File: src/rtl/serial_add_ctrl_pkg.sv
// Shared definitions for the bit-serial adder controller: FSM encodings and default width.
package serial_add_ctrl_pkg;

  typedef enum logic [1:0] {
    IDLE = 2'd0,
    RUN  = 2'd1,
    DONE = 2'd2
  } state_t;

  localparam int DEFAULT_WIDTH = 8;

endpackage

File: src/rtl/serial_add_ctrl_full_adder_hs.sv
// Full-adder cell built from two XOR/AND half adders, with an OR merging their carries.
module full_adder_hs (
  input  logic x,
  input  logic y,
  input  logic ci,
  output logic s,
  output logic co
);

  logic hs1_s;
  logic hs1_c;
  logic hs2_c;

  assign hs1_s = x ^ y;
  assign hs1_c = x & y;

  assign s     = hs1_s ^ ci;
  assign hs2_c = hs1_s & ci;

  assign co    = hs1_c | hs2_c;

endmodule

File: src/rtl/serial_add_ctrl.sv
// LSB-first bit-serial adder: one full-adder cell, WIDTH RUN cycles per add, one-cycle done pulse.
// Defining SERIAL_ADD_OVF_EN adds a signed-overflow output ovf, held with sum/cout.
//
// state | meaning
// IDLE  | waiting for start
// RUN   | one bit per cycle through the full-adder cell
// DONE  | sum/cout (and ovf) just updated; done pulses; start here reloads directly
module serial_add_ctrl
  import serial_add_ctrl_pkg::*;
#(
  parameter int WIDTH = DEFAULT_WIDTH
) (
  input  logic             clk,
  input  logic             rst_n,
  input  logic             start,
  input  logic [WIDTH-1:0] a,
  input  logic [WIDTH-1:0] b,
  input  logic             cin,
  output logic             busy,
  output logic             done,
  output logic [WIDTH-1:0] sum,
  output logic             cout
`ifdef SERIAL_ADD_OVF_EN
  ,
  output logic             ovf
`endif
);

  localparam int CW = (WIDTH > 1) ? $clog2(WIDTH) : 1;

  state_t           state;
  state_t           state_nxt;
  logic [WIDTH-1:0] shift_a;
  logic [WIDTH-1:0] shift_b;
  logic [WIDTH-1:0] res;
  logic [WIDTH-1:0] sum_q;
  logic             carry;
  logic             cout_q;
  logic [CW-1:0]    cnt;
  logic             sbit;
  logic             cbit;
  logic             load;
  logic             step;
  logic             last;

  full_adder_hs u_fa (
    .x  (shift_a[0]),
    .y  (shift_b[0]),
    .ci (carry),
    .s  (sbit),
    .co (cbit)
  );

  assign last = (cnt == CW'(WIDTH - 1));

  always_ff @(posedge clk or negedge rst_n) begin
    if (!rst_n) begin
      state <= IDLE;
    end else begin
      state <= state_nxt;
    end
  end

  always_comb begin
    state_nxt = state;
    load      = 1'b0;
    step      = 1'b0;
    busy      = 1'b0;
    done      = 1'b0;
    case (state)
      IDLE: begin
        if (start) begin
          load      = 1'b1;
          state_nxt = RUN;
        end
      end
      RUN: begin
        busy = 1'b1;
        step = 1'b1;
        if (last) begin
          state_nxt = DONE;
        end
      end
      DONE: begin
        done = 1'b1;
        if (start) begin
          load      = 1'b1;
          state_nxt = RUN;
        end else begin
          state_nxt = IDLE;
        end
      end
      default: state_nxt = IDLE;
    endcase
  end

`ifdef SERIAL_ADD_OVF_EN
  logic ovf_q;
  assign ovf = ovf_q;

  // Signed overflow: carry into the MSB (current carry) versus carry out of it.
  always_ff @(posedge clk or negedge rst_n) begin
    if (!rst_n) begin
      ovf_q <= 1'b0;
    end else if (step && last) begin
      ovf_q <= carry ^ cbit;
    end
  end
`endif

  always_ff @(posedge clk or negedge rst_n) begin
    if (!rst_n) begin
      shift_a <= '0;
      shift_b <= '0;
      res     <= '0;
      sum_q   <= '0;
      carry   <= 1'b0;
      cout_q  <= 1'b0;
      cnt     <= '0;
    end else if (load) begin
      shift_a <= a;
      shift_b <= b;
      carry   <= cin;
      cnt     <= '0;
    end else if (step) begin
      shift_a <= shift_a >> 1;
      shift_b <= shift_b >> 1;
      carry   <= cbit;
      res     <= {sbit, res[WIDTH-1:1]};
      cnt     <= cnt + CW'(1);
      // Published result only changes on DONE entry so it holds through IDLE and RUN.
      if (last) begin
        sum_q  <= {sbit, res[WIDTH-1:1]};
        cout_q <= cbit;
      end
    end
  end

  assign sum  = sum_q;
  assign cout = cout_q;

endmodule

File: config.mk
export PLATFORM = sky130hd
export DESIGN_NAME = serial_add_ctrl
export DESIGN_NICKNAME = d
export VERILOG_FILES = /design/src/rtl/serial_add_ctrl_pkg.sv /design/src/rtl/serial_add_ctrl_full_adder_hs.sv /design/src/rtl/serial_add_ctrl.sv
export SDC_FILE = /design/constraint.sdc
export NUM_CORES = 1
export LEC_CHECK = 0
export CORE_MARGIN = 2
export CORE_UTILIZATION = 47
export DETAILED_ROUTE_END_ITERATION = 8
export PLACE_DENSITY_LB_ADDON = 0.3
export RECOVER_POWER = 100
export SYNTH_ARGS = -nofsm -noshare
export SYNTH_HDL_FRONTEND = slang
export SYNTH_SLANG_ARGS = --single-unit
File: constraint.sdc
create_clock -name clk -period 2.4 [get_ports clk]
set_input_delay 0.48 -clock clk [delete_from_list [all_inputs] [get_ports clk]]
set_output_delay 0.48 -clock clk [all_outputs]
set_load 0.005 [all_outputs]
---- After elaboration in Yosys (flattened, before gate mapping) ----
Cells that the tools add are included.
word-level totals
  register bits ........................... 39
  logic and storage cells ................. 42
  output and inout port bits .............. 11
  input port bits ......................... 20
operators by class
  reductions and logical operators ........ 6
  bitwise logic cells ..................... 6
  $add $sub $neg .......................... 1
  mux-type cells .......................... 16
  equal/unequal tests ..................... 5
operators by type and width
  operator               number
  $mux W8                4
  $mux W1                7
  $mux W3                2
  $pmux W2 S3            1
  $mux W2                2
  $ne A2 B2 Y1 const B   2
  $reduce_and A2 Y1      2
  $add A3 B1 Y3 const B  1
  $eq A3 B3 Y1 const B   1
  $reduce_and A3 Y1      1
  $and A1 B1 Y1          2
  $eq A2 B1 Y1 const B   1
  $eq A2 B2 Y1 const B   1
  $logic_not A2 Y1       1
  $reduce_bool A2 Y1     1
  $reduce_or A2 Y1       1
  $xor A1 B1 Y1          2
  $not A1 Y1             1
  $or A1 B1 Y1           1

---- Longest topological paths before layout ----
  depth after elaboration ................. 5
  depth in mapped cells ................... 7
  gate-level depth less buffers ........... 4

---- By module ----
From an unflattened synthesis, not the netlist that was laid out.
second synthesis, totals
  cells, all modules ...................... 146
  area total of the unflattened synthesis .. 1671.6 sq um
by module, submodules not included
  module           area an instance (sq um)  cells each  times used  seq. area each (sq um)
  serial_add_ctrl  1651.6                    145         1           950.9
  full_adder_hs    20.0                      1           1           0.0

---- Worst setup path before layout ----
OpenSTA, ideal clock, no wires.
  kind .................................... reg2out
  from .................................... reg state[1]
  to ...................................... out busy
  data arrival time ....................... 955 ps
  path buffers ............................ 3
  slack ................................... 965 ps
  cell stages (with the launch flop) ...... 6
  required time ........................... 1920 ps
  cell sequence ........................... dfrtp_1 buf_6 nand2b_4 inv_2 buf_6 buf_6
on the way
  longest elaborated chain between the ends .. 2
RTL lines
  element                   line                   source
  start: declaration        serial_add_ctrl.sv:31  state_t state;
  start signal: assignment  serial_add_ctrl.sv:60  state <= state_nxt;
  $eq A2 B1 Y1              serial_add_ctrl.sv:70  case (state)
  $mux W1                   serial_add_ctrl.sv:70
  end: declaration          serial_add_ctrl.sv:19  output logic busy,
Every way passes these cells.

---- Worst setup path in the final report ----
  from .................................... reg state[1]
  to ...................................... out done
on the way
  longest elaborated chain between the ends .. 2
RTL lines
  element           line                   source
  $eq A2 B2 Y1      serial_add_ctrl.sv:70
  $mux W1           serial_add_ctrl.sv:70
  end: declaration  serial_add_ctrl.sv:20  output logic done,
Every way passes these cells.

==> qor.txt <==
Pin count of the biggest net entering global routing -> 39
Hold_buf cts -> 0
Hold Path Sink -> res[1]$_DFFE_PN0P_
Vias in the first global route -> 1196
Root buf cell -> clkbuf_4
Pwr Density -> 1291 nW/um2
Clock Sinks -> 38
H-tree levels -> 2
Post-DP HPWL -> 2.098 mm
Drt first pass iters -> 4
Peak Freq -> 0.4570 GHz
Commonest non-fill, non-tap cell in the layout -> dfrtp_1
Placer's final routability congestion estimate -> 0.7654
Total power -> 0.002710 W
TNS Setup -> 0 ps
Unrepaired setup endpoints after global routing -> false
Util after Layout -> 61.90%
Internal power -> 0.001825 W
Die Width -> 63.97 um
Starting density of the core -> 49.87%
Layout net count -> 206
Area growth, synth to finish -> 24.13%
Min Tclk post-route -> 2188 ps
Routed met3 length -> 136 um
Sequential power share -> 41.9%
Tcrit/Tclk final -> 91.18%
VDD IR-drop max -> 0.5498 mV
CP Cell Sequence -> nor2b_1 > dlygate4sd3_1
Longest Clk Path Bufs -> 2
Net count after synthesis -> 174
Min-Delay Startpoint -> res[1]$_DFFE_PN0P_
Cell count of the worst reg-to-reg path -> 5
Syn avg cell area -> 11.19 um2
Crit-path max cell delay -> 630 ps
Slew @ Worst Pin -> 1965 ps
Filler cells -> 271
Status -> complete, but fails checks
TritonCTS clock tree -> done
Ant diodes -> 0
Slowest CP cell -> dfrtp_1
Core area -> 3390 um2
Chip Height -> 63.97 um
DR WL met2 -> 1.504 mm
Ranking of synthesized cells by area -> dfrtp_1 (56%), mux2_2 (7.3%), nand2_1 (4.9%)
Clock power frac -> 20.8%
Synth cell types -> 25
Antenna-violating nets left -> 0
Synth top area share -> 56.25%
Switching portion of total power -> 32.65%
Clock Skew -> 12.80 ps
Row cnt -> 21
WS Path Type -> reg -> out
Worst EP required -> 1920 ps
Worst EP arrival -> 1710 ps
P_leak -> 0.9287 nW
Synth area leader -> dfrtp_1
Post-Synthesis Cells -> 151
Worst-path fanout max -> 10
Critical path startpoint category -> flop
Worst slack, placed -> 630.5 ps
Hold Vio Cnt, Final -> 0
Uppermost layer routed -> met4
Violated checks -> max-capacitance violations, max-slew violations
Number of port buffers -> 30
Synth warnings -> 0
Post-CTS sizing -> 0
Die Area -> 4092 um2
CP Capture Type -> output port
Met1 WL -> 1.370 mm
Comb power frac -> 37.2%
First-pass GRT wire length -> 5.471 mm
GR Util All Layers -> 17.53%
Via density per instance -> 5.317
Depth of the worst hold-timing path -> 2
Worst path depth -> 2
Final setup violating endpoints -> 0
Worst path buffer plus inverter count -> 1
DR WL/cell -> 13.20 um
Hold Crit Class -> reg -> reg
R2R Path Start -> state[1]$_DFFE_PN0P_
Fin worst setup slack -> 211.6 ps
Starting DRT DRC Count -> 57
Share of post-route cells with drive strength above 1 -> 12.50%
Max Cap Viol -> 1
Worst slew margin -> -31.02%
Final WL -> 3.037 mm
Cell Area, Synth -> 1690 um2
Most frequent cells in the layout -> dfrtp_1 (38), nand2_1 (23), clkdlybuf4s50_1 (18)
# DRC -> 0
Yosys reg bits -> 38
DR vias -> 1223
GR Overflow Total -> 0
Worst-path clk slew -> 120 ps
Net Switching -> 0.0008846 W
Postcts setup bufs -> 0
Antenna violations before repair -> 0
Crit path max-delay family -> flip-flops
Inserted Clock Buffers -> 5
Clock Latency Late Sink -> 340 ps
I/O pin cnt -> 31
Reg2reg end -> sum[6]$_DFFE_PN0P_
Fin. max-slew vios -> 39
Worst R2R Setup Slack -> 450 ps
Post-synthesis sequential area ratio -> 56.25%
how the worst max path moves through the flow:
stage / to / slack [ps] / from
after floorplan: busy / 960 / state[1]$_DFFE_PN0P_
final: done / 210 / state[1]$_DFFE_PN0P_
after global placement: busy / 660 / state[1]$_DFFE_PN0P_
after detailed placement: busy / 630 / state[1]$_DFFE_PN0P_
after CTS: busy / 220 / state[1]$_DFFE_PN0P_
after global routing: busy / 90 / state[1]$_DFFE_PN0P_
cell families after synthesis:
logic type / Yosys count / share of synthesized area (%)
compound gates: 26 / 9.919
simple gates: 55 / 15.91
buf+inv: 12 / 4.366
fa+ha+maj: 3 / 2.665
flops: 38 / 56.25
mux: 17 / 10.88
layout make-up:
class	instances	area, um2	area share, %
Tap cell	46	57.56	2.743
Clock inverter	2	60.06	2.862
Clock buffer	6	51.30	2.445
Inverter	2	7.507	0.3578
Multi-Input combinational cell	101	650.6	31.01
Sequential cell	38	950.9	45.32
Timing Repair Buffer	35	320.3	15.27
worst register-to-register path, cell delays in order, from the launching register on:
cell and delay [ps]:
dfrtp_1 630, nand2b_1 200, clkinv_1 80, buf_4 200
nand2_1 350, mux2_2 390
power groups by stage:
stage	registers (W)	clock network (W)	logic, W
global route	0.00118	0.000609	0.00115
CTS	0.00115	0.000582	0.00108
detailed placement	0.00116	0	0.00108
global placement	0.00115	0	0.00103
finish	0.00114	0.000564	0.00101
floorplan	0.00110	0	0.000765
metal layers:
layer	track usage (%)	up-vias
met2	27.47	33
li1	-	588
met5	0	-
met1	22.13	598
met4	9.783	0
met3	4.401	4
stage by stage:
step           std cells  cell area [um2]  hold WS, ps
6_report             230             2098        484.7
3_5_place_dp         222             2014        459.7
5_1_grt              230             2098        531.6
2_1_floorplan        151             1690        184.4
4_1_cts              230             2126        233.9
3_3_place_gp         222             2014        458.6
flip-flops by register name (all words and copies together) (netlist names):
| signal | flops |
|---|---|
| carry | 1 |
| cnt | 3 |
| cout | 1 |
| res | 7 |
| shift_a | 8 |
| shift_b | 8 |
| state | 2 |
| sum | 8 |
cell usage after synthesis (all sizes together):
cell type,instances
a211oi,5
a21oi,5
a22o,3
a22oi,1
buf,8
clkbuf,2
dfrtp,38
fa,1
ha,2
inv,2
mux2,11
mux2i,6
nand2,23
nand2b,2
nand3,3
nor2,11
nor2b,7
nor3,9
o21ai,3
o22ai,9
Note: power is estimated with default switching activity, not from simulation.
